**src/rtl/led_digits_pkg.sv**
```systemverilog
// Shared definitions for the seven-segment display scheduler: FSM state
// encoding and the 8-digit x 7-segment packing constants.
package led_digits_pkg;

  localparam int SEG_BITS_C   = 56;
  localparam int DIGIT_BITS_C = 7;
  localparam int NUM_DIGITS_C = 8;

  localparam logic [SEG_BITS_C-1:0] BLANK_PATTERN_C = 56'h0;

  typedef enum logic [1:0] {
    ST_IDLE,
    ST_LOAD,
    ST_SHOW,
    ST_BLANK
  } sched_state_e;

endpackage

```
**src/rtl/led_digits_scheduler_rr_arbiter.sv**
```systemverilog
// Combinational round-robin picker: returns the first requester found when
// scanning upward from the pointer (wrapping), as one-hot and as an index.
module rr_arbiter #(
  parameter int N  = 4,
  parameter int IW = (N > 1) ? $clog2(N) : 1
) (
  input  logic [N-1:0]  req,
  input  logic [IW-1:0] pointer,
  output logic [N-1:0]  onehot,
  output logic [IW-1:0] index
);

  logic          found;
  logic [IW-1:0] cand;

  // First set request at or after the pointer wins.
  always_comb begin
    onehot = '0;
    index  = '0;
    found  = 1'b0;
    cand   = '0;
    for (int i = 0; i < N; i++) begin
      cand = IW'((int'(pointer) + i) % N);
      if (!found && req[cand]) begin
        found         = 1'b1;
        onehot[cand]  = 1'b1;
        index         = cand;
      end
    end
  end

endmodule

```
**src/rtl/led_digits_scheduler.sv**
```systemverilog
// Time-shares the 8-digit seven-segment display between NUM_CLIENTS
// requesters: round-robin grant, fixed dwell, optional blanking gap.
// Define LED_SCHED_LIVE_EN to re-register the owner's pattern every SHOW
// cycle (one-cycle lag) instead of latching it once in LOAD.
module led_digits_scheduler
  import led_digits_pkg::*;
#(
  parameter int NUM_CLIENTS  = 4,
  parameter int DWELL_CYCLES = 12000000,
  parameter int BLANK_CYCLES = 120000
) (
  input  logic                              clk_i,
  input  logic                              rst_i,
  input  logic [NUM_CLIENTS-1:0]            req_i,
  input  logic [SEG_BITS_C*NUM_CLIENTS-1:0] pattern_i,
  output logic [NUM_CLIENTS-1:0]            grant_o,
  output logic [NUM_CLIENTS-1:0]            done_o,
  output logic [SEG_BITS_C-1:0]             segments_o,
  output logic [2:0]                        owner_o,
  output logic                              active_o
);

  localparam int IW = (NUM_CLIENTS > 1) ? $clog2(NUM_CLIENTS) : 1;
  localparam int DW = $clog2(DWELL_CYCLES + 1);
  localparam int BW = (BLANK_CYCLES > 0) ? $clog2(BLANK_CYCLES + 1) : 1;

  localparam logic [DW-1:0] DWELL_LOAD = DW'(DWELL_CYCLES - 1);
  localparam logic [BW-1:0] BLANK_LOAD = (BLANK_CYCLES > 0) ? BW'(BLANK_CYCLES - 1) : '0;
  localparam logic [IW-1:0] LAST_IDX   = IW'(NUM_CLIENTS - 1);

  sched_state_e                  state, state_nxt;
  logic [NUM_CLIENTS-1:0]        grant, grant_nxt;
  logic [NUM_CLIENTS-1:0]        done, done_nxt;
  logic [SEG_BITS_C-1:0]         seg, seg_nxt;
  logic [IW-1:0]                 owner, owner_nxt;
  logic [IW-1:0]                 rr_ptr, rr_ptr_nxt;
  logic [DW-1:0]                 dwell_cnt, dwell_nxt;
  logic [BW-1:0]                 blank_cnt, blank_nxt;

  logic [NUM_CLIENTS-1:0][SEG_BITS_C-1:0] pat_arr;
  logic [SEG_BITS_C-1:0]         owner_pat;
  logic [NUM_CLIENTS-1:0]        pick_oh;
  logic [IW-1:0]                 pick_idx;

  assign pat_arr   = pattern_i;
  assign owner_pat = pat_arr[owner];

  rr_arbiter #(.N(NUM_CLIENTS), .IW(IW)) u_arb (
    .req     (req_i),
    .pointer (rr_ptr),
    .onehot  (pick_oh),
    .index   (pick_idx)
  );

  // State and output registers; synchronous reset returns to blank IDLE.
  always_ff @(posedge clk_i) begin
    if (rst_i) begin
      state     <= ST_IDLE;
      grant     <= '0;
      done      <= '0;
      seg       <= BLANK_PATTERN_C;
      owner     <= '0;
      rr_ptr    <= '0;
      dwell_cnt <= '0;
      blank_cnt <= '0;
    end else begin
      state     <= state_nxt;
      grant     <= grant_nxt;
      done      <= done_nxt;
      seg       <= seg_nxt;
      owner     <= owner_nxt;
      rr_ptr    <= rr_ptr_nxt;
      dwell_cnt <= dwell_nxt;
      blank_cnt <= blank_nxt;
    end
  end

  // Next-state and next-output logic; done is a pulse so it defaults low.
  always_comb begin
    state_nxt  = state;
    grant_nxt  = grant;
    done_nxt   = '0;
    seg_nxt    = seg;
    owner_nxt  = owner;
    rr_ptr_nxt = rr_ptr;
    dwell_nxt  = dwell_cnt;
    blank_nxt  = blank_cnt;
    case (state)
      ST_IDLE: begin
        seg_nxt = BLANK_PATTERN_C;
        if (|req_i) begin
          state_nxt = ST_LOAD;
          grant_nxt = pick_oh;
          owner_nxt = pick_idx;
        end
      end
      ST_LOAD: begin
        seg_nxt   = owner_pat;
        dwell_nxt = DWELL_LOAD;
        state_nxt = ST_SHOW;
      end
      ST_SHOW: begin
`ifdef LED_SCHED_LIVE_EN
        seg_nxt = owner_pat;
`endif
        // Expiry wins over a simultaneous request drop, so done still pulses.
        if (dwell_cnt == '0 || !req_i[owner]) begin
          done_nxt[owner] = (dwell_cnt == '0);
          grant_nxt       = '0;
          seg_nxt         = BLANK_PATTERN_C;
          rr_ptr_nxt      = (owner == LAST_IDX) ? '0 : owner + IW'(1);
          if (BLANK_CYCLES == 0) begin
            state_nxt = ST_IDLE;
          end else begin
            state_nxt = ST_BLANK;
            blank_nxt = BLANK_LOAD;
          end
        end else begin
          dwell_nxt = dwell_cnt - DW'(1);
        end
      end
      ST_BLANK: begin
        seg_nxt = BLANK_PATTERN_C;
        if (blank_cnt == '0) state_nxt = ST_IDLE;
        else                 blank_nxt = blank_cnt - BW'(1);
      end
      default: state_nxt = ST_IDLE;
    endcase
  end

  assign grant_o    = grant;
  assign done_o     = done;
  assign segments_o = seg;
  assign owner_o    = 3'(owner);
  assign active_o   = (state == ST_LOAD) || (state == ST_SHOW);

endmodule
```
**config.mk**
```make
export PLATFORM = sky130hd
export DESIGN_NAME = led_digits_scheduler
export DESIGN_NICKNAME = d
export VERILOG_FILES = /design/src/rtl/led_digits_pkg.sv /design/src/rtl/led_digits_scheduler_rr_arbiter.sv /design/src/rtl/led_digits_scheduler.sv
export SDC_FILE = /design/constraint.sdc
export NUM_CORES = 1
export LEC_CHECK = 0
export ABC_AREA = 1
export BUFFER_PORTS_ARGS = -buffer_cell sky130_fd_sc_hd__clkbuf_2
export CAP_MARGIN = 10
export CORE_MARGIN = 2
export CORE_UTILIZATION = 49
export CTS_CLUSTER_DIAMETER = 100
export DETAILED_ROUTE_END_ITERATION = 10
export HOLD_SLACK_MARGIN = 0.15
export PLACE_DENSITY = 0.83
export SLEW_MARGIN = 20
export SYNTH_ARGS = -nofsm -noshare
export SYNTH_HDL_FRONTEND = slang
export SYNTH_SLANG_ARGS = --single-unit
export TNS_END_PERCENT = 30
```
**constraint.sdc**
```tcl
create_clock -name clk_i -period 2.1 [get_ports clk_i]
set_clock_uncertainty 0.05 [all_clocks]
set_input_delay 0.63 -clock clk_i [delete_from_list [all_inputs] [get_ports clk_i]]
set_output_delay 0.63 -clock clk_i [all_outputs]
set_load 0.1 [all_outputs]
```
==> metrics.md <==
| Metric | Value |
|---|---|
| Status | complete, no violations |
| Clk buf depth | 2 |
| CP endpoint kind | primary output |
| Crit path DAT | 1.31 ns |
| Worst-path maximum fanout | 4 |
| Initial antenna violation count | 0 |
| DRT antenna net count | 0 |
| Power density over the cells | 1730 nW/um^2 |
| Number of synthesized register bits | 111 |
| Fmax | 501 MHz |
| Worst path required time | 1.42 ns |
| Routed wire length | 24.9 mm |
| Max VDD drop | 0.00182 V |
| Netlist cell types | 38 |
| Area of the core | 14600 um^2 |
| TritonCTS buffer count | 9 |
| First-pass GRT wire length | 39.5 mm |
| Slew at the pin closest to its max-slew limit | 0.639 ns |
| Worst-path clk slew | 0.08 ns |
| RSZ-0062 raised after global routing | no |
| GPL Wtd Cong | 0.953 |
| Vias in the first global route | 8067 |
| Setup TNS Final | 0 ns |
| Fillers | 1352 |
| FF+latch area | 2230 um^2 |
| Final setup vio count | 0 |
| Final period utilization | 95.0% |
| Largest net degree at the start of global routing | 111 |
| Register area share after synthesis | 30.3% |
| Min setup slack post-route | 0.106 ns |
| Die area | 16000 um^2 |
| Hold Crit Class | reg -> reg |
| Post-DP HPWL | 19.0 mm |
| Leakage | 4.35 nW |
| Pins over their slew limit | 0 |
| IO Count | 298 |
| Post-layout min period | 1.99 ns |
| Cell taking the most area after synthesis | dfxtp_1 |
| Nets | 1671 |
| Residual DRC | 0 |
| Mapped Nets | 1417 |
| Maxcap violations | 0 |
| Final Non-Filler Cells | 1611 |
| GR Overflow Total | 0 |
| Startpoint Class | register |
| Worst-Skew Late Latency | 0.36 ns |
| Tot GR Track Use | 30.5% |
| CTS sink count | 111 |
| H-tree levels | 3 |
| Rows | 44 |
| Primary FF master, synth | dfxtp_1 |
| Post-Syn Area per Cell | 6.28 um^2 |
| Worst Path Class, Setup | reg -> out |
| Clock root buffer | clkbuf_16 |
| Buffers on Ports | 296 |
| Synth top area share | 30.3% |
| Die Wd | 126 um |
| Detailed Routing Iterations Pass 1 | 5 |
| Routed WL per cell | 15.5 um |
| CTS tree | yes |
| Multi-input gate area | 4550 um^2 |
| Initial DRC count | 757 |
| Setup WS pre-CTS | 0.0850 ns |
| Ys async rst share | 0% |
| Slew HR | 57.6% |
| EDFF count, synth | 0 |
| Final Hold Viols | 0 |
| Placed cell count | 1595 |
| Via density | 5.53 |
| Post-Route Utilization | 63.9% |
| Post-Syn Area | 7330 um^2 |
| Area Overhead vs Synth | 27.1% |
| Via count | 8913 |
| Number of post-CTS setup repair buffers | 0 |
| Fraction of layout cells with a size suffix above 1 | 27.0% |
| Die H | 126 um |
| Synth warnings | 0 |
| Synth top area cells | dfxtp_1, nand2_1, o21ai_0 |
| N_diodes | 0 |
| Post-synthesis cell count | 1168 |
| Initial Util | 50.3% |
==> critical path: stages, from the launching register on <==
cell and delay, ns:
dfxtp_1 0.39, inv_1 0.11, ha_4 0.30, buf_12 0.17
==> per-stage QoR <==
step	total power (W)	area, um^2	hold WS [ns]
after CTS	0.0160	9300	0.421
final	0.0161	9320	0.418
after global placement	0.0139	8960	0.404
after detailed placement	0.0140	8960	0.410
after global routing	0.0173	9320	0.447
after floorplan	0.0118	7330	0.406
==> repair_timing <==
item,CTS,global route
hold buffers,0,0
gates resized for setup,0,4
setup endpoints to repair,0,12
hold endpoints to repair,0,0
==> worst paths after layout <==
path	start	end	slack (ns)	cells past startpoint
max	state[0]$_SDFFE_PP0P_	active_o	0.11	3
min	grant_o[3]$_SDFFE_PP0P_	grant_o[3]$_SDFFE_PP0P_	0.42	2
max reg2reg	blank_cnt[0]$_SDFFE_PP0P_	blank_cnt[16]$_SDFFE_PP0P_	0.19	9
min reg2reg	grant_o[3]$_SDFFE_PP0P_	grant_o[3]$_SDFFE_PP0P_	0.42	2
==> cell usage after synthesis (all sizes together) (3+ instances only) <==
| master | n |
|---|---|
| nor2 | 192 |
| inv | 45 |
| a21oi | 110 |
| nor3b | 3 |
| o21ai | 181 |
| nor3 | 6 |
| nand3 | 67 |
| ha | 19 |
| clkbuf | 45 |
| buf | 33 |
| a21boi | 4 |
| nand2 | 256 |
| nand4 | 9 |
| dfxtp | 111 |
| xor2 | 8 |
| o22ai | 56 |
| or2 | 17 |
==> cells in the final DEF, fill, tap and decap left out, types with 4 or more instances in the layout <==
cell type and n:
o22ai_1 56, a21oi_2 5, buf_4 19, nand4_1 9, or2_2 17, nor3_1 6, buf_12 8, clkbuf_16 9
ha_1 17, nand2_2 5, nand3_1 64, xor2_1 8, o21ai_0 178, a21oi_1 105, nand2_1 248, a21boi_0 4
clkbuf_2 293, inv_1 40, nor2_1 185, nor2_2 4, dfxtp_1 109
==> routing by layer <==
layer	GRT usage [%]	part of all wire, %	vias to the layer above
met4	18.3	6.0	0
met1	37.2	41	4032
met2	50.9	48	373
li1	-	-	4437
met3	4.47	5.6	71
met5	0	0	-
==> sequential cells by signal (all words and copies together), names as in the netlist <==
name / flops
grant_o: 4
owner: 2
blank_cnt: 17
rr_ptr: 2
done_o: 4
segments_o: 56
state: 2
dwell_cnt: 24
==> cell families after synthesis <==
| logic type | Yosys count | synth area share [%] |
|---|---|---|
| AO/OA/AOI/OAI | 354 | 25.6 |
| XOR/XNOR | 9 | 1.08 |
| adder cells (fa/ha/maj) | 19 | 3.24 |
| buffers and inverters | 123 | 7.90 |
| flip-flops | 111 | 30.3 |
| other | 1 | 0.0511 |
| AND/OR/NAND/NOR | 551 | 31.8 |
==> where the power goes <==
group	switching [W]	internal, W	leakage [nW]
clock network	0.000851	0.00110	0.167
registers	0.000584	0.00278	0.909
logic	0.00785	0.00292	3.27
total	0.00929	0.00680	4.35
==> layout make-up <==
cell class / instances / area share (%)
clock inverter: 6 / 1.07
multi-input combinational: 934 / 48.8
timing repair buffer: 321 / 19.3
clock buffer: 10 / 2.56
sequential: 111 / 23.9
inverter: 45 / 1.89
tap: 184 / 2.47
(Power assumes the default switching activity.)
